<file path="config.mk">
export PLATFORM = sky130hd
export DESIGN_NAME = seq_mult_sliced
export DESIGN_NICKNAME = d
export VERILOG_FILES = /design/src/rtl/mult_pkg.sv /design/src/rtl/seq_mult_sliced_pp_shifter.sv /design/src/rtl/seq_mult_sliced.sv
export SDC_FILE = /design/constraint.sdc
export NUM_CORES = 1
export LEC_CHECK = 0
export ABC_CLOCK_PERIOD_IN_PS = 5200
export CORE_ASPECT_RATIO = 0.5
export CORE_MARGIN = 2
export CORE_UTILIZATION = 50
export CTS_BUF_LIST = sky130_fd_sc_hd__clkbuf_8
export DETAILED_ROUTE_END_ITERATION = 7
export PLACE_DENSITY = 0.74
export SYNTH_ARGS = -nofsm -noshare
export SYNTH_HDL_FRONTEND = slang
export SYNTH_SLANG_ARGS = --single-unit
</file>
<file path="constraint.sdc">
create_clock -name clk -period 5.2 [get_ports clk]
set_clock_uncertainty 0.1 [all_clocks]
set_input_delay 0.52 -clock clk [delete_from_list [all_inputs] [get_ports clk]]
set_output_delay 0.52 -clock clk [all_outputs]
set_load 0.05 [all_outputs]
</file>
<file path="src/rtl/mult_pkg.sv">
// mult_pkg: shared FSM state type and elaboration-time sizing helpers for seq_mult_sliced
package mult_pkg;
  typedef enum logic {IDLE, CALC} state_t;
  function automatic int num_slices(input int width, input int slice);
    return width / slice;
  endfunction
  function automatic int sel_width(input int n);
    return (2 * n - 1) > 1 ? $clog2(2 * n - 1) : 1;
  endfunction
  function automatic bit widths_ok(input int width, input int slice);
    return slice >= 1 && slice <= width && width % slice == 0;
  endfunction
endpackage

</file>
<file path="src/rtl/seq_mult_sliced_pp_shifter.sv">
// pp_shifter: zero-extend partial product pp to 2*WIDTH and shift left by sel*SLICE (sel > 2N-2 passes pp unshifted)
module pp_shifter
  import mult_pkg::*;
#(
  parameter int WIDTH = 8,
  parameter int SLICE = 4,
  localparam int N = num_slices(WIDTH, SLICE),
  localparam int SW = sel_width(N)
) (
  input  logic [2*SLICE-1:0] pp,
  input  logic [SW-1:0]      sel,
  output logic [2*WIDTH-1:0] shifted
);
  localparam int MAX_SEL = 2 * N - 2;
  logic [2*WIDTH-1:0] ext;
  always_comb begin
    ext = (2*WIDTH)'(pp);
    shifted = (int'(sel) > MAX_SEL) ? ext : ext << (int'(sel) * SLICE);
  end
endmodule

</file>
<file path="src/rtl/seq_mult_sliced.sv">
// seq_mult_sliced: sliced sequential multiplier; ports clk, reset(async high), start, a, b -> busy, done(pulse), product(held)
module seq_mult_sliced
  import mult_pkg::*;
#(
  parameter int WIDTH = 8,
  parameter int SLICE = 4
) (
  input  logic               clk,
  input  logic               reset,
  input  logic               start,
  input  logic [WIDTH-1:0]   a,
  input  logic [WIDTH-1:0]   b,
  output logic               busy,
  output logic               done,
  output logic [2*WIDTH-1:0] product
);
  localparam int N = num_slices(WIDTH, SLICE);
  localparam int SW = sel_width(N);
  localparam int CW = $clog2(N * N) + 1;
  localparam logic [CW-1:0] N_C = CW'(N);
  localparam logic [CW-1:0] LAST = CW'(N * N - 1);
  if (!widths_ok(WIDTH, SLICE)) begin : g_bad_widths
    $error("seq_mult_sliced: WIDTH must be a positive multiple of SLICE");
  end
  state_t             state;
  logic [WIDTH-1:0]   a_r, b_r;
  logic [2*WIDTH-1:0] acc, pp_sh, sum;
  logic [CW-1:0]      cnt, i, j;
  logic [SLICE-1:0]   a_s, b_s;
  logic [2*SLICE-1:0] pp;
  logic [SW-1:0]      sel;
  always_comb begin
    i = cnt % N_C;
    j = cnt / N_C;
    a_s = a_r[i*SLICE +: SLICE];
    b_s = b_r[j*SLICE +: SLICE];
    pp = (2*SLICE)'(a_s) * (2*SLICE)'(b_s);
    sel = SW'(i + j);
    sum = acc + pp_sh;
  end
  pp_shifter #(.WIDTH(WIDTH), .SLICE(SLICE)) u_shift (.pp(pp), .sel(sel), .shifted(pp_sh));
  always_ff @(posedge clk or posedge reset) begin
    if (reset) begin
      state <= IDLE;
      busy <= 1'b0;
      done <= 1'b0;
      product <= '0;
      a_r <= '0;
      b_r <= '0;
      acc <= '0;
      cnt <= '0;
    end else begin
      done <= 1'b0;
      if (state == IDLE) begin
        if (start && (a == '0 || b == '0)) begin
          product <= '0;
          done <= 1'b1;
        end else if (start) begin
          a_r <= a;
          b_r <= b;
          acc <= '0;
          cnt <= '0;
          state <= CALC;
          busy <= 1'b1;
        end
      end else begin
        acc <= sum;
        cnt <= cnt + 1'b1;
        if (cnt == LAST) begin
          product <= sum;
          done <= 1'b1;
          busy <= 1'b0;
          state <= IDLE;
        end
      end
    end
  end
endmodule

</file>
# Word level (Yosys, flattened, before mapping)
# Index checks and enable logic that the tools add are counted.
op_classes:
  n_addsub: 3
  mul: 1
  div_mod_pow: 0
  order_cmp: 1
  n_eq_ne: 3
  n_shift: 3
  muxes: 21
  bitwise: 2
  n_reduce_logical: 10
ops:
  columns: ["op", "count"]
  rows:
  - ["$mux W16", 7]
  - ["$add A16 B16 Y16", 1]
  - ["$logic_not A8 Y1", 2]
  - ["$shl A8 B4 Y16", 1]
  - ["$mux W1", 11]
  - ["$mux W3", 3]
  - ["$mul A4 B4 Y8", 1]
  - ["$shiftx A8 B4 Y4", 1]
  - ["$shiftx A8 B5 Y4", 1]
  - ["$reduce_and A3 Y1", 2]
  - ["$reduce_and A2 Y1", 2]
  - ["$reduce_bool A2 Y1", 2]
  - ["$add A3 B1 Y3 const B", 1]
  - ["$eq A3 B2 Y1 const B", 1]
  - ["$add A1 B2 Y2", 1]
  - ["$gt A2 B2 Y1 const B", 1]
  - ["$ne A2 B1 Y1 const B", 1]
  - ["$ne A2 B2 Y1 const B", 1]
  - ["$not A1 Y1", 2]
  - ["$logic_and A1 B1 Y1", 1]
  - ["$logic_or A1 B1 Y1", 1]
totals:
  reg_bits: 54
  latchBits: 0
  mem_bits_rw: 0
  mem_bits_ro: 0
  inputBits: 19
  out_inout_bits: 18
  word_cells: 52
  n_memories: 0

# Longest topological paths before layout
depth:
  depth_word: 7
  depth_mapped: 24
  depth_no_buf: 23

# Hierarchy
# A second synthesis with hierarchy kept.
hier_totals:
  hier_cells: 350
  area_unflattened_um2: 3502.1
modules_own_cells:
  columns: ["mod", "n_inst", "cells_each", "area_each_um2", "seq_area_each_um2"]
  rows:
  - ["seq_mult_sliced", 1, 318, 3254.4, 1351.3]
  - ["pp_shifter", 1, 32, 247.7, 0.0]

# Worst setup path before layout
# No wires, ideal clock.
synth_path:
  path_kind: "register to register"
  startpoint: "register cnt[0]"
  endpoint: "register acc[15]"
  setup_time_ps: 121
  arrival_time_ps: 5259
  required_time_ps: 4979
  slack_ps: -280
  path_stages_with_launch: 24
  path_buffers: 1
  period_less_slack_ps: 5480
  path_cell_list: "dfrtp_1 clkbuf_1 mux2i_1 or3_1 fa_1 inv_1 fa_1 ha_1 a21o_1 a21oi_1 o21bai_1 a21oi_1 xnor2_1 nor2b_1 o21ai_0 o21ai_0 ha_1 nand4_1 o221a_2 o31a_1 o31a_1 a211o_1 xor2_1 a22o_2"
synth_between:
  elab_chain_len: 6
  elab_cells_between_ends: 8
  classes_between: "add/sub (2); mul (1); order compare (1); shift (2); mux (2)"
synth_rtl:
  columns: ["item", "line_no", "rtl"]
  rows:
  - ["start, declared", "seq_mult_sliced.sv:28", "logic [CW-1:0] cnt, i, j;"]
  - ["start signal, assigned", "seq_mult_sliced.sv:68", "cnt <= cnt + 1'b1;"]
  - ["$shiftx A8 B4 Y4", "seq_mult_sliced.sv:35", "a_s = a_r[i*SLICE +: SLICE];"]
  - ["$mul A4 B4 Y8", "seq_mult_sliced.sv:37", "pp = (2*SLICE)'(a_s) * (2*SLICE)'(b_s);"]
  - ["$shl A8 B4 Y16", "seq_mult_sliced_pp_shifter.sv:18", "shifted = (int'(sel) > MAX_SEL) ? ext : ext << (int'(sel) * SLICE);"]
  - ["$mux W16 (*)", "seq_mult_sliced_pp_shifter.sv:18", null]
  - ["$add A16 B16 Y16 (*)", "seq_mult_sliced.sv:39", "sum = acc + pp_sh;"]
  - ["$mux W16 (*)", "seq_mult_sliced.sv:54", "if (state == IDLE) begin"]
  - ["end signal, assigned", "seq_mult_sliced.sv:67", "acc <= sum;"]
  - ["end, declared", "seq_mult_sliced.sv:27", "logic [2*WIDTH-1:0] acc, pp_sh, sum;"]
# Every way passes the cells marked *; elsewhere a longest branch is shown, timed or not.
# A chain may end at the register's enable or synchronous reset.

# Worst setup path after layout
layout_path:
  startpoint: "register cnt[1]"
  endpoint: "register acc[15]"
layout_between:
  elab_chain_len: 6
  elab_cells_between_ends: 8
  classes_between: "add/sub (2); mul (1); order compare (1); shift (2); mux (2)"
layout_rtl:
  columns: ["item", "line_no", "rtl"]
  rows:
  - ["$shiftx A8 B5 Y4", "seq_mult_sliced.sv:36", "b_s = b_r[j*SLICE +: SLICE];"]
  - ["$mul A4 B4 Y8", "seq_mult_sliced.sv:37", null]
  - ["$shl A8 B4 Y16", "seq_mult_sliced_pp_shifter.sv:18", null]
  - ["$mux W16 (*)", "seq_mult_sliced_pp_shifter.sv:18", null]
  - ["$add A16 B16 Y16 (*)", "seq_mult_sliced.sv:39", null]
  - ["$mux W16 (*)", "seq_mult_sliced.sv:54", null]
# Marked as above.

==> flow_metrics.tcl <==
set metrics [dict create \
    ys_types 43 \
    syn-cell-area_mm2 0.003349 \
    grt-ovfl-total 0 \
    rsz0062_at_grt "yes" \
    status "complete, but fails checks" \
    synth-edff-count 0 \
    arrival_ns 5.44 \
    wl_um 7606 \
    hold_viol 0 \
    clockBufferDepth 2 \
    postLayoutSetupSlackWorst_ns -0.1337 \
    criticalPathCategory "reg2reg" \
    first_global_vias 2650 \
    slew_violations 0 \
    syn_area_per_cell_um2 9.939 \
    dieArea_mm2 0.007410 \
    htree_levels 2 \
    area_delta_synth_final_pct 21.93 \
    portBuffers 36 \
    nNetsFinal 439 \
    cts.sinks 54 \
    grt_pass1_wl_um 12280 \
    via_per_inst 5.532 \
    cts.clk_slew.worst_paths_ns 0.10 \
    drive_above_1_share_pct 17.83 \
    hold_path_class "reg2reg" \
    top_usage_layer "met2" \
    maxCapViolations 0 \
    cts_tree "built" \
    via_count 2650 \
    max_freq_mhz 187.5 \
    cts_buffers 5 \
    syn_inst 337 \
    setup_viol 4 \
    min_period_over_period_pct 102.6 \
    yosys_register_bits 54 \
    clock-root-buffer "clkbuf_8" \
    yosysSeqAreaShare_pct 40.34 \
    core-area_mm2 0.006569 \
    wl_per_cell_um 15.88 \
    antenna_found_initial 0 \
    crit_path_start_kind "register" \
    mappedNetlistNets 390 \
    ios 37 \
    fin_crit_ns 5.334 \
    hpwl_um 5667 \
    core.rowCount 21 \
    place_ws_ns -0.2200 \
    grt_max_degree 55 \
    multi_input_area_mm2 0.001957 \
    use_met1_pct 25.87 \
    violations "setup timing" \
    crit_fanout 4 \
    seq_area_mm2 0.001354 \
    firstDrtPassIters 4 \
    setup_tns_ns -0.2825 \
    async_flop_share_pct 100.0 \
    drt_iter0_drc 144 \
    start_util_pct 50.99 \
    synth_warnings 0 \
    ys.flop_type "dfrtp_1" \
    worst_pin_slew_ns 1.106 \
    fillCellCount 569 \
    relSlewSlack_pct 26.17 \
    diodes 0 \
    track_usage_pct 21.42 \
    clk_latency_ns 0.32 \
    antenna_left 0 \
    use_met2_pct 40.57 \
    fp.dieW_um 119.8 \
    gp_congestion 0.8768 \
    grt_util_met3_pct 4.653 \
    route.detailed.drc 0 \
    cp-end-kind "register" \
    cp_data_required_time_ns 5.31 \
    dieHeight_um 61.88 \
]
what timing repair did:
action	CTS	global route
endpoints found under the setup margin	8	15
pin swaps	9	6
hold buffers	0	0
buffers inserted	5	1
gates resized for setup	7	11
sequential cells by signal (all words and copies together) (netlist names):
register,flops
a_r,8
acc,16
b_r,8
busy,1
cnt,3
done,1
product,16
state,1
cell usage after synthesis (2+ instances only):
library cell  count  share of area [%]
mux2i_1           8                2.4
xor2_1            8                2.1
o31a_1            3               0.78
dfrtp_1          54                 40
inv_1            19                2.1
or4_1             2               0.45
o21ai_0          19                2.8
nand2_1          30                3.4
a21oi_1          18                2.7
mux2_2           18                6.1
xnor2_1           9                2.4
a22o_1           16                4.2
nor4_1            2               0.37
ha_1             29                 11
fa_1              5                3.0
or3_1             4               0.75
and2_1            3               0.56
or2_2             6                1.1
nor3_1            4               0.60
a21o_1            8                1.8
nor2b_1           5               0.93
clkbuf_1         11                1.2
o22ai_1           5               0.93
nor2_1           29                3.2
nand3_1           4               0.60
layout by cell type (no fill, tap or decap), types with 2 or more instances in the layout:
cell	count
a21o_1	7
a21oi_1	14
a21oi_2	3
a22o_1	16
and2_1	3
buf_4	18
clkbuf_8	6
clkdlybuf4s50_1	36
dfrtp_1	52
dfrtp_2	2
fa_1	4
ha_1	29
inv_1	19
mux2_2	18
mux2i_1	7
nand2_1	30
nand3_1	4
nor2_1	28
nor2b_1	5
nor3_1	2
nor3_2	2
nor4_1	2
o21ai_0	14
o21ai_1	5
o22ai_1	5
o31a_1	3
or2_2	6
or3_1	2
or3_4	2
or4_1	2
xnor2_1	9
xor2_1	8
kinds of logic after synthesis:
logic type	Yosys count	share of synthesized area, %
flops	54	40.34
fa+ha+maj	34	13.82
xor+xnor	17	4.445
buf+inv	31	3.511
mux	26	8.442
compound gates	80	16.18
simple gates	95	13.26
path summary, 6_finish.rpt:
kind                                         from                      to  slack, ns  depth (start not counted)
min in group asynchronous                   reset      a_r[2]$_DFFE_PP0P_       0.69                          2
hold / removal             product[3]$_DFFE_PP0P_  product[3]$_DFFE_PP0P_       0.38                          2
setup / recovery               cnt[1]$_DFFE_PP0P_     acc[15]$_DFFE_PP0P_      -0.13                         23
hold reg to reg            product[3]$_DFFE_PP0P_  product[3]$_DFFE_PP0P_       0.38                          2
max in group asynchronous                   reset      cnt[1]$_DFFE_PP0P_       3.58                          2
setup reg to reg               cnt[1]$_DFFE_PP0P_     acc[15]$_DFFE_PP0P_      -0.13                         23
through the flow:
step	cells	utilization, %	instance area, um2	hold WS (ns)
floorplan	337	-	3368	0.3524
CTS	478	61.35	4030	0.3920
global placement	465	59.07	3880	0.3600
detailed placement	465	59.07	3880	0.3696
global route	479	62.17	4084	0.4228
finish	479	62.17	4084	0.3847
area by class of cell:
| cell class | count | share of cell area (%) |
|---|---|---|
| Clock buffer | 6 | 2.022 |
| Timing Repair Buffer | 54 | 12.13 |
| Inverter | 19 | 1.746 |
| Clock inverter | 2 | 0.2145 |
| Multi-Input combinational cell | 252 | 47.92 |
| Sequential cell | 54 | 33.15 |
| Tap cell | 92 | 2.819 |
metal layers:
layer	share of wire [%]	wire, um
met5	0	0
met4	0.99	75
met3	4.0	305
met2	48	3614
met1	47	3611
worst max-delay path: stages (launching register included):
cell and delay, ns:
dfrtp_2 0.45, mux2i_1 0.14, or3_4 0.38, fa_1 0.54, inv_1 0.05, fa_1 0.52
inv_1 0.07, fa_2 0.40, inv_1 0.07, a21o_1 0.11, a21oi_1 0.08, xor2_1 0.16
buf_4 0.15, nor2_1 0.04, a21oi_1 0.13, o22ai_1 0.11, ha_1 0.35, a21oi_1 0.10
o221a_2 0.28, o31a_1 0.13, o31a_1 0.25, a211o_1 0.24, xor2_1 0.16, a22o_2 0.21
Power is left out: the tool's default activity adds up to more than one toggle a clock period on the data nets, which glitch-free logic cannot reach.
